**config.mk**
```make
export PLATFORM = sky130hd
export DESIGN_NAME = memory_access
export DESIGN_NICKNAME = d
export VERILOG_FILES = /design/src/rtl/custom_pkg.sv /design/src/rtl/memory_access_lsu_align.sv /design/src/rtl/memory_access.sv
export SDC_FILE = /design/constraint.sdc
export NUM_CORES = 1
export LEC_CHECK = 0
export BUFFER_PORTS_ARGS = -buffer_cell sky130_fd_sc_hd__buf_2
export CAP_MARGIN = 20
export CORE_AREA = 2 2 131 133
export CTS_BUF_LIST = sky130_fd_sc_hd__clkbuf_8
export CTS_CLUSTER_DIAMETER = 60
export DETAILED_ROUTE_END_ITERATION = 8
export DIE_AREA = 0 0 133 135
export GPL_ROUTABILITY_DRIVEN = 1
export PLACE_DENSITY = 0.75
export SYNTH_ARGS = -nofsm -noshare
export SYNTH_HDL_FRONTEND = slang
export SYNTH_HIERARCHICAL = 1
export SYNTH_SLANG_ARGS = --single-unit
```
**constraint.sdc**
```tcl
create_clock -name clk_i -period 15.9 [get_ports clk_i]
set_input_delay 2.385 -clock clk_i [delete_from_list [all_inputs] [get_ports clk_i]]
set_output_delay 2.385 -clock clk_i [all_outputs]
set_load 0.005 [all_outputs]
```
**src/rtl/custom_pkg.sv**
```systemverilog
// Shared types and constants for the RV32 pipeline: control word, memory-stage
// FSM states, load/store funct3 encodings and the pipeline bubble value.
package custom_pkg;

  typedef enum logic [1:0] {
    S_IDLE = 2'd0,
    S_REQ  = 2'd1,
    S_WAIT = 2'd2
  } mem_state_t;

  localparam logic [2:0] F3_B  = 3'b000;
  localparam logic [2:0] F3_H  = 3'b001;
  localparam logic [2:0] F3_W  = 3'b010;
  localparam logic [2:0] F3_BU = 3'b100;
  localparam logic [2:0] F3_HU = 3'b101;

  localparam logic [3:0] ALU_ADD = 4'd0;

  typedef struct packed {
    logic [3:0] alu_op;
    logic       alu_src;
    logic [1:0] wb_sel;
    logic       rf_we;
    logic       mem_rd;
    logic       mem_wr;
    logic [2:0] mem_funct3;
  } control_t;

  // addi x0, x0, 0
  localparam control_t MI_ADDI = '{
    alu_op:     ALU_ADD,
    alu_src:    1'b1,
    wb_sel:     2'b00,
    rf_we:      1'b1,
    mem_rd:     1'b0,
    mem_wr:     1'b0,
    mem_funct3: F3_B
  };

endpackage

```
**src/rtl/memory_access_lsu_align.sv**
```systemverilog
// Byte-lane steering for loads and stores: byte enables, replicated store
// data, misalignment detection and sign/zero-extended load extraction.
module lsu_align
  import custom_pkg::*;
(
  input  logic [1:0]  off,
  input  logic [2:0]  funct3,
  input  logic [31:0] store_data,
  input  logic [31:0] rdata,
  output logic [3:0]  be,
  output logic [31:0] wdata,
  output logic        misalign,
  output logic [31:0] load_data
);

  logic [31:0] shifted;

  always_comb begin
    be       = '0;
    wdata    = store_data;
    misalign = 1'b0;
    case (funct3[1:0])
      2'b00: begin
        be    = 4'b0001 << off;
        wdata = {4{store_data[7:0]}};
      end
      2'b01: begin
        be       = 4'b0011 << off;
        wdata    = {2{store_data[15:0]}};
        misalign = off[0];
      end
      default: begin
        be       = 4'b1111;
        misalign = (off != 2'b00);
      end
    endcase
  end

  always_comb begin
    shifted   = rdata >> {off, 3'b000};
    load_data = rdata;
    case (funct3)
      F3_B:    load_data = {{24{shifted[7]}}, shifted[7:0]};
      F3_BU:   load_data = {24'h0, shifted[7:0]};
      F3_H:    load_data = {{16{shifted[15]}}, shifted[15:0]};
      F3_HU:   load_data = {16'h0, shifted[15:0]};
      default: load_data = rdata;
    endcase
  end

endmodule

```
**src/rtl/memory_access.sv**
```systemverilog
// Memory-access pipeline stage: runs loads/stores on a req/gnt/rvalid bus,
// stalls upstream while a transaction is outstanding, registers the result.
module memory_access
  import custom_pkg::*;
#(
  parameter int unsigned TIMEOUT_CYCLES = 16
) (
  input  logic        clk_i,
  input  logic        rst_i,
  input  logic        valid_i,
  input  control_t    control_i,
  input  logic [31:0] alu_i,
  input  logic [31:0] mem_data_i,
  input  logic [31:0] pc_plus4_i,
  input  logic [4:0]  addr_rd_i,
  output logic        stall_o,
  output logic        dmem_req_o,
  output logic        dmem_we_o,
  output logic [31:0] dmem_addr_o,
  output logic [3:0]  dmem_be_o,
  output logic [31:0] dmem_wdata_o,
  input  logic        dmem_gnt_i,
  input  logic        dmem_rvalid_i,
  input  logic [31:0] dmem_rdata_i,
  output logic        valid_o,
  output control_t    control_o,
  output logic [4:0]  addr_rd_o,
  output logic [31:0] alu_o,
  output logic [31:0] load_data_o,
  output logic [31:0] pc_plus4_o,
  output logic        misalign_o,
  output logic        bus_err_o
);

  localparam int unsigned CW = $clog2(TIMEOUT_CYCLES + 1);
  localparam logic [CW-1:0] CNT_LAST = CW'(TIMEOUT_CYCLES - 1);

  mem_state_t  state, state_next;
  logic [CW-1:0] cnt;

  logic        memop, issue, misalign, timeout, rsp, busy;
  logic [3:0]  be;
  logic [31:0] wdata, ext_data;
  control_t    ctrl_next;

  lsu_align u_align (
    .off        (alu_i[1:0]),
    .funct3     (control_i.mem_funct3),
    .store_data (mem_data_i),
    .rdata      (dmem_rdata_i),
    .be         (be),
    .wdata      (wdata),
    .misalign   (misalign),
    .load_data  (ext_data)
  );

  always_comb begin
    memop = valid_i & (control_i.mem_rd | control_i.mem_wr);
    issue = memop & ~misalign;
    rsp   = (state == S_WAIT) & dmem_rvalid_i;
    // A grant arriving on the last request cycle wins over the timeout so
    // that req is never withdrawn before it has been accepted.
    timeout = (state != S_IDLE) & (cnt == CNT_LAST)
            & ~((state == S_REQ) & dmem_gnt_i);

    busy       = 1'b0;
    state_next = state;
    case (state)
      S_IDLE: begin
        busy = issue;
        if (issue) state_next = dmem_gnt_i ? S_WAIT : S_REQ;
      end
      S_REQ: begin
        busy = ~timeout;
        if (dmem_gnt_i)   state_next = S_WAIT;
        else if (timeout) state_next = S_IDLE;
      end
      S_WAIT: begin
        busy = ~dmem_rvalid_i & ~timeout;
        if (dmem_rvalid_i | timeout) state_next = S_IDLE;
      end
      default: state_next = S_IDLE;
    endcase

    stall_o    = busy & ~rst_i;
    // Gated by reset so an asynchronous reset drops the request at once,
    // even though the held instruction would otherwise re-issue from idle.
    dmem_req_o = ~rst_i & (((state == S_IDLE) & issue) | (state == S_REQ));

    dmem_we_o    = dmem_req_o & control_i.mem_wr;
    dmem_addr_o  = dmem_req_o ? {alu_i[31:2], 2'b00} : '0;
    dmem_be_o    = dmem_req_o ? be : '0;
    dmem_wdata_o = dmem_req_o ? wdata : '0;

    ctrl_next = valid_i ? control_i : MI_ADDI;
    if ((memop & misalign) | timeout) ctrl_next.rf_we = 1'b0;
  end

  always_ff @(posedge clk_i or posedge rst_i) begin
    if (rst_i) begin
      state <= S_IDLE;
      cnt   <= '0;
    end else begin
      state <= state_next;
      if (state_next != state) cnt <= '0;
      else if (state != S_IDLE) cnt <= cnt + 1'b1;
    end
  end

  always_ff @(posedge clk_i or posedge rst_i) begin
    if (rst_i) begin
      valid_o     <= 1'b0;
      control_o   <= MI_ADDI;
      addr_rd_o   <= '0;
      alu_o       <= '0;
      load_data_o <= '0;
      pc_plus4_o  <= '0;
      misalign_o  <= 1'b0;
      bus_err_o   <= 1'b0;
    end else if (busy) begin
      valid_o     <= 1'b0;
      control_o   <= MI_ADDI;
      addr_rd_o   <= '0;
      alu_o       <= '0;
      load_data_o <= '0;
      pc_plus4_o  <= '0;
      misalign_o  <= 1'b0;
      bus_err_o   <= 1'b0;
    end else begin
      valid_o     <= valid_i;
      control_o   <= ctrl_next;
      addr_rd_o   <= addr_rd_i;
      alu_o       <= alu_i;
      load_data_o <= (rsp & control_i.mem_rd) ? ext_data : '0;
      pc_plus4_o  <= pc_plus4_i;
      misalign_o  <= memop & misalign;
      bus_err_o   <= timeout;
    end
  end

endmodule

```
==> reports/results.tsv <==
stage	metric	value	unit
outcome	status	finished, final reports clean	
routing	vias_per_cell	4.844	
setup_path	critPathLaunchType	primary input	
sta	slew_viol_final	0	
setup_path	worstReg2RegStart	cnt[0]	
yosys	syn_inst	582	
setup_path	reg2reg_setup_slack	13.51	ns
clocking	cts_setup_buffers	0	
final_layout	layout_commonest_cell	buf_2	
clocking	cts_tree	yes	
power_and_ir_drop	p_total	855.2	µW
sta	period_needed	7.019	ns
setup_path	worstPathMaxFanout	69	
routing	antenna_left	0	
global_routing	grt_start_max_net_pins	84	
sta	worst_slew_pin_slew	0.7945	ns
global_routing	gr-total-overflow	0	
worst_hold_path	hold_depth	2	
floorplanning	core	16410	µm²
final_layout	drive_above_1_share	45.76	%
routing	drtIter0Drc	315	
worst_hold_path	hold_path_class	reg -> reg	
yosys	synth_enable_flop_cells	0	
clocking	cts_buffers	17	
clocking	cts_max_level	4	
sta	fin_tns_setup	0	ns
clocking	cts_hold_buf	0	
place	routabilityCongestion	0.8786	
setup_path	regToRegEndpoint	alu_o[4]	
setup_path	endpoint_kind	primary output	
yosys	yosysSeqAreaShare	50.41	%
yosys	synth_flop_cell	dfrtp_1	
power_and_ir_drop	p_per_area	102.7	nW/µm²
setup_path	cp.required	13.52	ns
flow_run	max_cap_violations	0	
sta	fin_skew	0.01036	ns
global_routing	grt_pass1_vias	5152	
floorplanning	die_w	133	µm
clocking	cts-root-buf	clkbuf_8	
final_layout	layout_common_cells	buf_2, dfrtp_1, and2_1, nor3b_1, nand2_1	
power_and_ir_drop	p_leak	0.004407	µW
global_routing	antenna_found_initial	3	
final_layout	nets	1036	
setup_path	worstSetupPathType	in -> out	
sta	rsz0062_at_grt	false	
clocking	clk-insertion-delay-late	0.43	ns
yosys	synth_warnings	6	
final_layout	area_growth_syn_to_layout	35.17	%
routing	first_pass_iters	5	
routing	postRouteWirelength	18260	µm
sta	final_hold_viol_count	0	
yosys	async_reset_ff_share	100.0	%
sta	slew_headroom	47.03	%
setup_path	reg2reg_depth	7	
routing	vias	5416	
power_and_ir_drop	ir_drop	0.04804	mV
floorplanning	dieArea	17960	µm²
clocking	clk_pin_slew_worst_paths	0.07	ns
routing	wl_per_cell	16.33	µm
clocking	clock_sinks	124	
sta	finalCritPeriodShare	44.14	%
setup_path	worstPathArrival	4.63	ns
sta	fmax	142.5	MHz
floorplanning	initial_core_util	37.55	%
routing	route.detailed.drc	0	
clocking	cts_resized	0	
yosys	ys_seq_elements	124	
floorplanning	pin_count	339	
global_routing	grtUsageTotal	20.06	%
clocking	cts_buffer_depth	2	
yosys	synth_cell_types	45	
sta	timing.hold.ws	0.5815	ns
global_routing	grt_first_pass_wirelength	27980	µm
worst_hold_path	min_delay_worst_endpoint	cnt[4]	
floorplanning	rows	47	
sta	setup_viol	0	
place	dp_hpwl	13380	µm
worst_hold_path	hold_start	cnt[4]	
yosys	synth.avg_cell_area	10.59	µm²
floorplanning	die_h	135	µm
yosys	syn_area	6161	µm²
place	portBuffers	336	
final cells by class:
class | count | area, µm²
Fill cell | 1517 | 8079
Sequential cell | 124 | 3105
Multi-Input combinational cell | 386 | 2709
Timing Repair Buffer | 342 | 1727
Tap cell | 220 | 275.3
Clock buffer | 17 | 234.0
Clock inverter | 15 | 225.2
Inverter | 12 | 47.55
Antenna cell | 2 | 5.005
synthesized netlist by cell type (13+ instances only):
| cell type | instances | share of area (%) |
|---|---|---|
| mux2i_1 | 19 | 3.1 |
| buf_2 | 13 | 1.1 |
| dfrtp_1 | 122 | 50 |
| nand2b_1 | 14 | 1.4 |
| clkbuf_1 | 21 | 1.3 |
| and2_1 | 102 | 10 |
| nand2_1 | 34 | 2.1 |
| o21ai_0 | 21 | 1.7 |
| nor3b_1 | 67 | 8.2 |
| mux2_2 | 24 | 4.4 |
| buf_4 | 19 | 2.3 |
| and3_1 | 20 | 2.0 |
| o31ai_1 | 16 | 1.9 |
worst max path at each step:
stage	start	to	slack, ns	depth (start not counted)
5_1_grt	control_i[1]	dmem_be_o[3]	8.66	9
3_5_place_dp	control_i[1]	dmem_be_o[3]	8.93	9
2_1_floorplan	rst_i	dmem_wdata_o[12]	7.39	5
4_1_cts	control_i[1]	dmem_be_o[3]	8.89	9
6_report	control_i[1]	dmem_be_o[3]	8.88	9
3_3_place_gp	alu_i[0]	dmem_be_o[3]	9.01	8
power by group:
| group | switching (µW) | total, µW | internal [µW] |
|---|---|---|---|
| Clock | 130 | 317 | 187 |
| Sequential | 12.3 | 361 | 349 |
| Combinational | 95.7 | 177 | 81.5 |
per-layer routing:
metal / vias to the layer above / routed length [µm] / track usage (%)
met4: 0 / 192 / 5.197
met3: 18 / 1424 / 5.330
met2: 271 / 9287 / 35.41
li1: 2582 / - / -
met1: 2545 / 7356 / 24.40
met5: - / 0 / 0
worst max-delay path, stage by stage:
cell	delay, ns
buf_2	0.08
buf_4	0.49
a21oi_1	0.08
nor2_1	0.35
inv_1	0.16
a21oi_4	0.15
buf_4	0.59
nor3b_1	0.15
buf_2	0.17
registers in the layout, indices dropped and copies added (netlist names):
signal	cells
valid_o	1
bus_err_o	1
state	2
addr_rd_o	5
misalign_o	1
alu_o	32
cnt	5
control_o	13
load_data_o	32
pc_plus4_o	32
cell families after synthesis:
kind of cell               share of synthesized area [%]
xor gates and xnor gates                          0.2844
adders and majority gates                         0.4061
DFF                                                50.41
AOI/OAI and AO/OA                                  8.123
buffers and inverters                              6.113
and+or+nand+nor                                    26.77
other                                            0.06087
muxes                                              7.839
through the flow:
stage / utilization, % / instance area (µm²) / instances / worst slack [ns]
5_1_grt: 50.74 / 8325 / 1117 / 8.664
6_report: 50.76 / 8328 / 1118 / 8.881
3_3_place_gp: 47.93 / 7864 / 1084 / 9.005
2_1_floorplan: - / 6165 / 583 / 7.392
3_5_place_dp: 47.93 / 7864 / 1084 / 8.933
4_1_cts: 50.73 / 8323 / 1116 / 8.894
No activity file was read; power rests on OpenSTA's default activity.
